<file path="src/rtl/fp.sv">
// Fixed-point word format shared by the dendrite datapath and its configuration chain.
package fp;
   localparam int WORD_LENGTH = 16;

   typedef logic [WORD_LENGTH-1:0] fpType;

   typedef enum logic [1:0] {
      CFG_E_L     = 2'd0,
      CFG_TAU_MEM = 2'd1,
      CFG_G_INT   = 2'd2
   } cfg_param_e;
endpackage

</file>
<file path="src/rtl/config_if.sv">
// Head-of-chain configuration link: a slow data_clk and the word it qualifies.
interface config_if;
   import fp::*;

   logic  data_clk;
   fpType data_in;

   modport master (output data_clk, output data_in);
   modport slave  (input data_clk, input data_in);
endinterface

</file>
<file path="src/rtl/dendrite_cfg_loader_buffer.sv">
// Parameter staging register file: one write port, one asynchronous read port, cleared by reset.
module cfg_word_buffer
   import fp::*;
#(
   parameter int DEPTH = 12,
   parameter int AW    = 4
) (
   input  logic                   clk,
   input  logic                   reset_n,
   input  logic                   we,
   input  logic [AW-1:0]          waddr,
   input  logic [WORD_LENGTH-1:0] wdata,
   input  logic [AW-1:0]          raddr,
   output logic [WORD_LENGTH-1:0] rdata
);

   logic [WORD_LENGTH-1:0] mem [DEPTH];

   // storage update and synchronous clear
   always_ff @(posedge clk) begin
      if (!reset_n) begin
         for (int i = 0; i < DEPTH; i++) begin
            mem[i] <= {WORD_LENGTH{1'b0}};
         end
      end else if (we) begin
         mem[waddr] <= wdata;
      end
   end

   assign rdata = mem[raddr];

endmodule

</file>
<file path="src/rtl/dendrite_cfg_loader.sv">
// Buffers per-compartment parameters and shifts them tail-first onto the dendrite chain.
// Optional build macro DENDRITE_CFG_FREEZE_EN adds the freeze output.
module dendrite_cfg_loader
   import fp::*;
#(
   parameter int NUM_COMP       = 4,
   parameter int WORDS_PER_COMP = 3
) (
   input  logic                        clk,
   input  logic                        reset_n,
   input  logic                        wr_valid,
   output logic                        wr_ready,
   input  logic [$clog2(NUM_COMP)-1:0] wr_comp,
   input  logic [1:0]                  wr_param,
   input  logic [WORD_LENGTH-1:0]      wr_data,
   output logic                        wr_err,
   input  logic                        start,
   output logic                        busy,
   output logic                        done,
`ifdef DENDRITE_CFG_FREEZE_EN
   output logic                        freeze,
`endif
   config_if.master                    cfg_out
);

   localparam int T  = NUM_COMP * WORDS_PER_COMP;
   localparam int IW = $clog2(T);
   localparam logic [IW-1:0] LAST_IDX = IW'(T - 1);

   localparam logic [1:0] ST_IDLE = 2'd0;
   localparam logic [1:0] ST_LO   = 2'd1;
   localparam logic [1:0] ST_HI   = 2'd2;
   localparam logic [1:0] ST_DONE = 2'd3;

   logic [1:0]             state_r;
   logic [1:0]             state_nx;
   logic [IW-1:0]          ptr_r;
   logic                   wr_ready_r;
   logic                   busy_r;
   logic                   done_r;
   logic                   wr_err_r;
   logic                   data_clk_r;
   logic [WORD_LENGTH-1:0] data_in_r;
   logic [WORD_LENGTH-1:0] rd_word;
   logic [IW-1:0]          wr_idx;
   logic                   wr_fire;
   logic                   wr_legal;
   logic                   load_go;
   logic                   busy_nx;

   // wr_ready_r is high exactly when the FSM is idle and no done cycle is pending
   assign wr_fire  = wr_valid && wr_ready_r;
   assign load_go  = start && wr_ready_r;
   assign wr_legal = (32'(wr_comp) < 32'(NUM_COMP)) && (32'(wr_param) < 32'(WORDS_PER_COMP));
   assign wr_idx   = IW'(int'(wr_comp) * WORDS_PER_COMP + int'(wr_param));
   assign busy_nx  = (state_nx != ST_IDLE) || (state_r == ST_DONE);

   cfg_word_buffer #(
      .DEPTH (T),
      .AW    (IW)
   ) u_buf (
      .clk     (clk),
      .reset_n (reset_n),
      .we      (wr_fire && wr_legal),
      .waddr   (wr_idx),
      .wdata   (wr_data),
      .raddr   (ptr_r),
      .rdata   (rd_word)
   );

   // next-state decode for the shift sequencer
   always_comb begin
      state_nx = state_r;
      case (state_r)
         ST_IDLE: begin
            if (load_go) state_nx = ST_LO;
            else         state_nx = ST_IDLE;
         end
         ST_LO:   state_nx = ST_HI;
         ST_HI: begin
            if (ptr_r == {IW{1'b0}}) state_nx = ST_DONE;
            else                     state_nx = ST_LO;
         end
         ST_DONE: state_nx = ST_IDLE;
         default: state_nx = ST_IDLE;
      endcase
   end

   // state, pointer and registered outputs; outputs trail the state by one cycle
   always_ff @(posedge clk) begin
      if (!reset_n) begin
         state_r    <= ST_IDLE;
         ptr_r      <= {IW{1'b0}};
         wr_ready_r <= 1'b1;
         busy_r     <= 1'b0;
         done_r     <= 1'b0;
         wr_err_r   <= 1'b0;
         data_clk_r <= 1'b0;
         data_in_r  <= {WORD_LENGTH{1'b0}};
      end else begin
         state_r <= state_nx;
         if ((state_r == ST_IDLE) && load_go) begin
            ptr_r <= LAST_IDX;
         end else if ((state_r == ST_HI) && (ptr_r != {IW{1'b0}})) begin
            ptr_r <= ptr_r - IW'(1);
         end
         wr_ready_r <= !busy_nx;
         busy_r     <= busy_nx;
         done_r     <= (state_r == ST_DONE);
         wr_err_r   <= wr_fire && !wr_legal;
         data_clk_r <= (state_r == ST_HI);
         if (state_r == ST_LO) begin
            data_in_r <= rd_word;
         end
      end
   end

`ifdef DENDRITE_CFG_FREEZE_EN
   logic freeze_r;

   // holds compartment integration off from the cycle after start through done
   always_ff @(posedge clk) begin
      if (!reset_n) begin
         freeze_r <= 1'b0;
      end else begin
         freeze_r <= busy_nx;
      end
   end

   assign freeze = freeze_r;
`endif

   assign wr_ready         = wr_ready_r;
   assign busy             = busy_r;
   assign done             = done_r;
   assign wr_err           = wr_err_r;
   assign cfg_out.data_clk = data_clk_r;
   assign cfg_out.data_in  = data_in_r;

endmodule

</file>
<file path="src/flat_wrapper.sv">
// flat-port wrapper written by rule: the top's interface ports become plain ports
module dendrite_cfg_loader_flat import fp::*;
#(
   parameter int NUM_COMP       = 4,
   parameter int WORDS_PER_COMP = 3
)
  (clk, reset_n, wr_valid, wr_ready, wr_comp, wr_param, wr_data, wr_err, start, busy, done, cfg_out_data_clk, cfg_out_data_in);
  config_if cfg_out_i ();
  input  logic clk;
  input  logic reset_n;
  input  logic wr_valid;
  output logic wr_ready;
  input  logic [$clog2(NUM_COMP)-1:0] wr_comp;
  input  logic [1:0] wr_param;
  input  logic [WORD_LENGTH-1:0] wr_data;
  output logic wr_err;
  input  logic start;
  output logic busy;
  output logic done;
  output wire logic [$bits(cfg_out_i.data_clk)-1:0] cfg_out_data_clk;
  output wire logic [$bits(cfg_out_i.data_in)-1:0] cfg_out_data_in;
  assign cfg_out_data_clk = cfg_out_i.data_clk;
  assign cfg_out_data_in = cfg_out_i.data_in;
  dendrite_cfg_loader #(.NUM_COMP(NUM_COMP), .WORDS_PER_COMP(WORDS_PER_COMP)) u_core (.clk(clk), .reset_n(reset_n), .wr_valid(wr_valid), .wr_ready(wr_ready), .wr_comp(wr_comp), .wr_param(wr_param), .wr_data(wr_data), .wr_err(wr_err), .start(start), .busy(busy), .done(done), .cfg_out(cfg_out_i));
endmodule
</file>
<file path="config.mk">
export PLATFORM = sky130hd
export DESIGN_NAME = dendrite_cfg_loader_flat
export DESIGN_NICKNAME = d
export VERILOG_FILES = /design/src/rtl/fp.sv /design/src/rtl/config_if.sv /design/src/rtl/dendrite_cfg_loader_buffer.sv /design/src/rtl/dendrite_cfg_loader.sv /design/src/flat_wrapper.sv
export SDC_FILE = /design/constraint.sdc
export NUM_CORES = 1
export LEC_CHECK = 0
export CAP_MARGIN = 20
export CORE_MARGIN = 1.5
export CORE_UTILIZATION = 30
export CTS_CLUSTER_DIAMETER = 150
export CTS_CLUSTER_SIZE = 20
export DETAILED_ROUTE_END_ITERATION = 16
export SLEW_MARGIN = 30
export SYNTH_ARGS = -nofsm -noshare
export SYNTH_HDL_FRONTEND = slang
export SYNTH_SLANG_ARGS = --single-unit
</file>
<file path="constraint.sdc">
create_clock -name clk -period 5.41 [get_ports clk]
set_input_delay 1.082 -clock clk [delete_from_list [all_inputs] [get_ports clk]]
set_output_delay 1.082 -clock clk [all_outputs]
set_load 0.005 [all_outputs]
</file>
==> impl_metrics.py <==
metrics = {
    "synthesis": {
        "synth_area_per_cell_um2": 15.2,
        "synth_edf_count": 256,
        "syn-num-nets": 847,
        "synth_area_mm2": 0.0124,
        "yosys_register_bits": 283,
        "postSynthCellCount": 818,
        "async_flop_share_pct": 0,
        "synth-warning-count": 0,
        "synthDistinctLibCells": 45,
        "ys_seq_area_share_pct": 66.2,
        "synthFlopType": "edfxtp_1",
    },
    "worst_setup_path": {
        "crit_family": "adder cells",
        "criticalPathCategory": "input pin to flop",
        "path_cells": "clkdlybuf4s50_1 > fa_1 > ha_1 > inv_1 > fa_1 > nand2b_1 > nor3_4 > buf_4 > nand2b_1",
        "cp_data_required_time_ps": 5550,
        "slowest_delay_ps": 660,
        "cp_max_fo": 17,
        "critPathBufInv": 3,
        "end_kind": "flop",
        "crit_slowest_cell": "nand2b_1",
        "crit_arrival_ps": 4420,
        "startpoint_type": "input pin",
    },
    "routing": {
        "wl_mm": 29.6,
        "drtIter0Drc": 722,
        "detail-route-antenna-nets": 0,
        "viasPerCell": 4.89,
        "post-route-drc-count": 0,
        "vias": 6794,
        "wire_per_inst_um": 21.3,
        "first_pass_iters": 5,
    },
    "place": {
        "dp_hpwl_mm": 18.7,
        "io_buffers": 44,
        "gp_congestion": 0.732,
    },
    "clock_tree": {
        "cts_buffers": 18,
        "clock_latency_ps": 510,
        "clock_path_buffers": 3,
        "htree_levels": 1,
        "hold_buffers": 0,
        "root_buffer": "clkbuf_16",
        "cts_tree": "yes",
        "cts.clk_slew.worst_paths_ps": 90,
        "post-cts-setup-buffer-count": 0,
        "post_cts_resized": 0,
        "cts.sinks": 283,
    },
    "flow_run": {
        "cap_violations": 0,
    },
    "timing": {
        "relSlewSlack_pct": 37.5,
        "post-route-period-util_pct": 79.0,
        "fin_crit_ps": 4280,
        "setup_viol": 0,
        "worst_pin_slew_ps": 933,
        "finalMaxSlewViolations": 0,
        "hold_viol": 0,
        "fmax_ghz": 0.234,
        "rsz0062_at_grt": "false",
        "finClkSkew_ps": 19.5,
        "finalSetupTns_ps": 0,
    },
    "die": {
        "num_rows": 74,
        "dieArea_mm2": 0.0427,
        "ioPinCount": 45,
        "die_w_um": 207,
        "fp.dieH_um": 207,
        "start_util_pct": 30.4,
        "core_mm2": 0.0408,
    },
    "global_routing": {
        "gr-usage-met1_pct": 19.8,
        "grt_max_degree": 53,
        "grt_pass1_vias": 6888,
        "grt_use_total_pct": 14.1,
        "use_met3_pct": 1.68,
        "gr-max-usage-layer": "met2",
        "overflow": 0,
        "grt_antenna_before_repair": 0,
        "use_met2_pct": 22.9,
        "grt_pass1_wl_mm": 44.1,
    },
    "cells_and_area": {
        "post-route-util_pct": 34.3,
        "n_antenna_cell": 0,
        "drive_gt1_share_pct": 12.1,
        "syn_to_final_growth_pct": 12.6,
        "nets": 874,
    },
    "power_and_ir_drop": {
        "cellPowerDensity_mw_per_mm2": 318,
        "ir_worst_vdd_mv": 0.169,
        "cellLeakagePower_nw": 4.72,
    },
    "worst_hold_path": {
        "hold_path.class": "flop to flop",
    },
    "status": {
        "outcome": "completed",
    },
}
-- placed cells by master (no fill, tap or decap), types with 15 or more instances in the layout --
cell type | netlist | final
o221ai_1 | 15 | 15
clkdlybuf4s50_1 | 0 | 44
mux2i_1 | 67 | 67
a22oi_1 | 17 | 17
clkbuf_16 | 0 | 19
a21oi_1 | 31 | 31
o211ai_1 | 15 | 15
buf_4 | 4 | 27
o21ai_0 | 19 | 16
edfxtp_1 | 256 | 256
mux4_2 | 31 | 31
and2_1 | 194 | 194
dfxtp_1 | 27 | 25
-- final timing paths --
kind,from,end,slack [ps],cells after the start
min,u_core.cfg_out.data_in[12],u_core.cfg_out.data_in[12],560,2
max reg2reg,u_core.ptr_r[0],u_core.ptr_r[3],2880,6
max,wr_comp[0],u_core.u_buf.mem[10][7],1130,9
min reg2reg,u_core.cfg_out.data_in[12],u_core.cfg_out.data_in[12],560,2
-- cell type report --
class | count | area (µm²)
Inverter | 8 | 30.0
Multi-Input combinational cell | 463 | 3880
Timing Repair Buffer | 71 | 643
Fill cell | 3868 | 26800
Tap cell | 532 | 666
Sequential cell | 283 | 8240
Clock buffer | 31 | 520
Clock inverter | 1 | 20.0
-- where the power goes --
group	internal (mW)	total, mW	switching, mW
registers	2.47	2.53	0.0661
logic	0.215	0.517	0.303
clock network	0.670	1.39	0.725
total	3.35	4.45	1.09
-- per-stage QoR --
step	instance area, µm²	total power, mW	std cells	hold slack (ps)	setup slack, ps
2_1_floorplan	12400	2.90	818	493	846
4_1_cts	14000	4.49	1389	564	1120
5_1_grt	14000	4.59	1389	570	964
6_report	14000	4.45	1389	560	1130
3_3_place_gp	13400	3.10	1357	527	711
3_5_place_dp	13500	3.11	1357	540	611
-- synth_stat cells, drive strengths merged (2+ instances only) --
library cell / number / area, µm²
a21oi: 31 / 155
a22oi: 17 / 128
and2: 194 / 1210
and3: 2 / 12.5
buf: 30 / 198
clkbuf: 34 / 131
dfxtp: 27 / 541
edfxtp: 256 / 7690
fa: 2 / 40.0
ha: 3 / 37.5
inv: 8 / 30.0
mux2i: 67 / 671
mux4: 31 / 698
nand2: 6 / 27.5
nand2b: 12 / 75.1
nand3: 2 / 22.5
nand3b: 3 / 35.0
nand4: 2 / 18.8
nand4b: 2 / 17.5
nor2: 6 / 30.0
nor2b: 6 / 37.5
nor3: 11 / 156
nor4: 3 / 18.8
o211ai: 15 / 113
o21a: 4 / 30.0
o21ai: 19 / 95.1
o221ai: 15 / 131
xor2: 2 / 17.5
-- state kept, by name, indices dropped and copies added, names as in the netlist --
signal	flops
u_core.wr_ready	1
u_core.busy	1
u_core.done	1
u_core.state_r	2
u_core.cfg_out.data_in	16
u_core.wr_err	1
u_core.cfg_out.data_clk	1
u_core.u_buf.mem	256
u_core.ptr_r	4
-- worst register-to-register path, stage by stage (launching register included) --
cell and delay, ps:
dfxtp_4 810, buf_4 620, inv_1 160, ha_1 280, a211oi_1 280, xor2_1 100
o21a_1 180
-- layer usage --
metal	vias up	wire [µm]	share of wire (%)
met5	-	0	0
met4	0	666	2.3
met3	33	1330	4.5
met2	158	13900	47
met1	3506	13600	46
li1	3097	-	-
-- kinds of logic after synthesis --
| group | count (synthesis) | synth area share, % |
|---|---|---|
| mux | 98 | 11.0 |
| flops | 283 | 66.2 |
| xor+xnor | 3 | 0.211 |
| simple gates | 252 | 13.6 |
| buf+inv | 72 | 2.89 |
| fa+ha+maj | 5 | 0.624 |
| compound gates | 105 | 5.51 |
No activity file was read; power rests on OpenSTA's default activity.
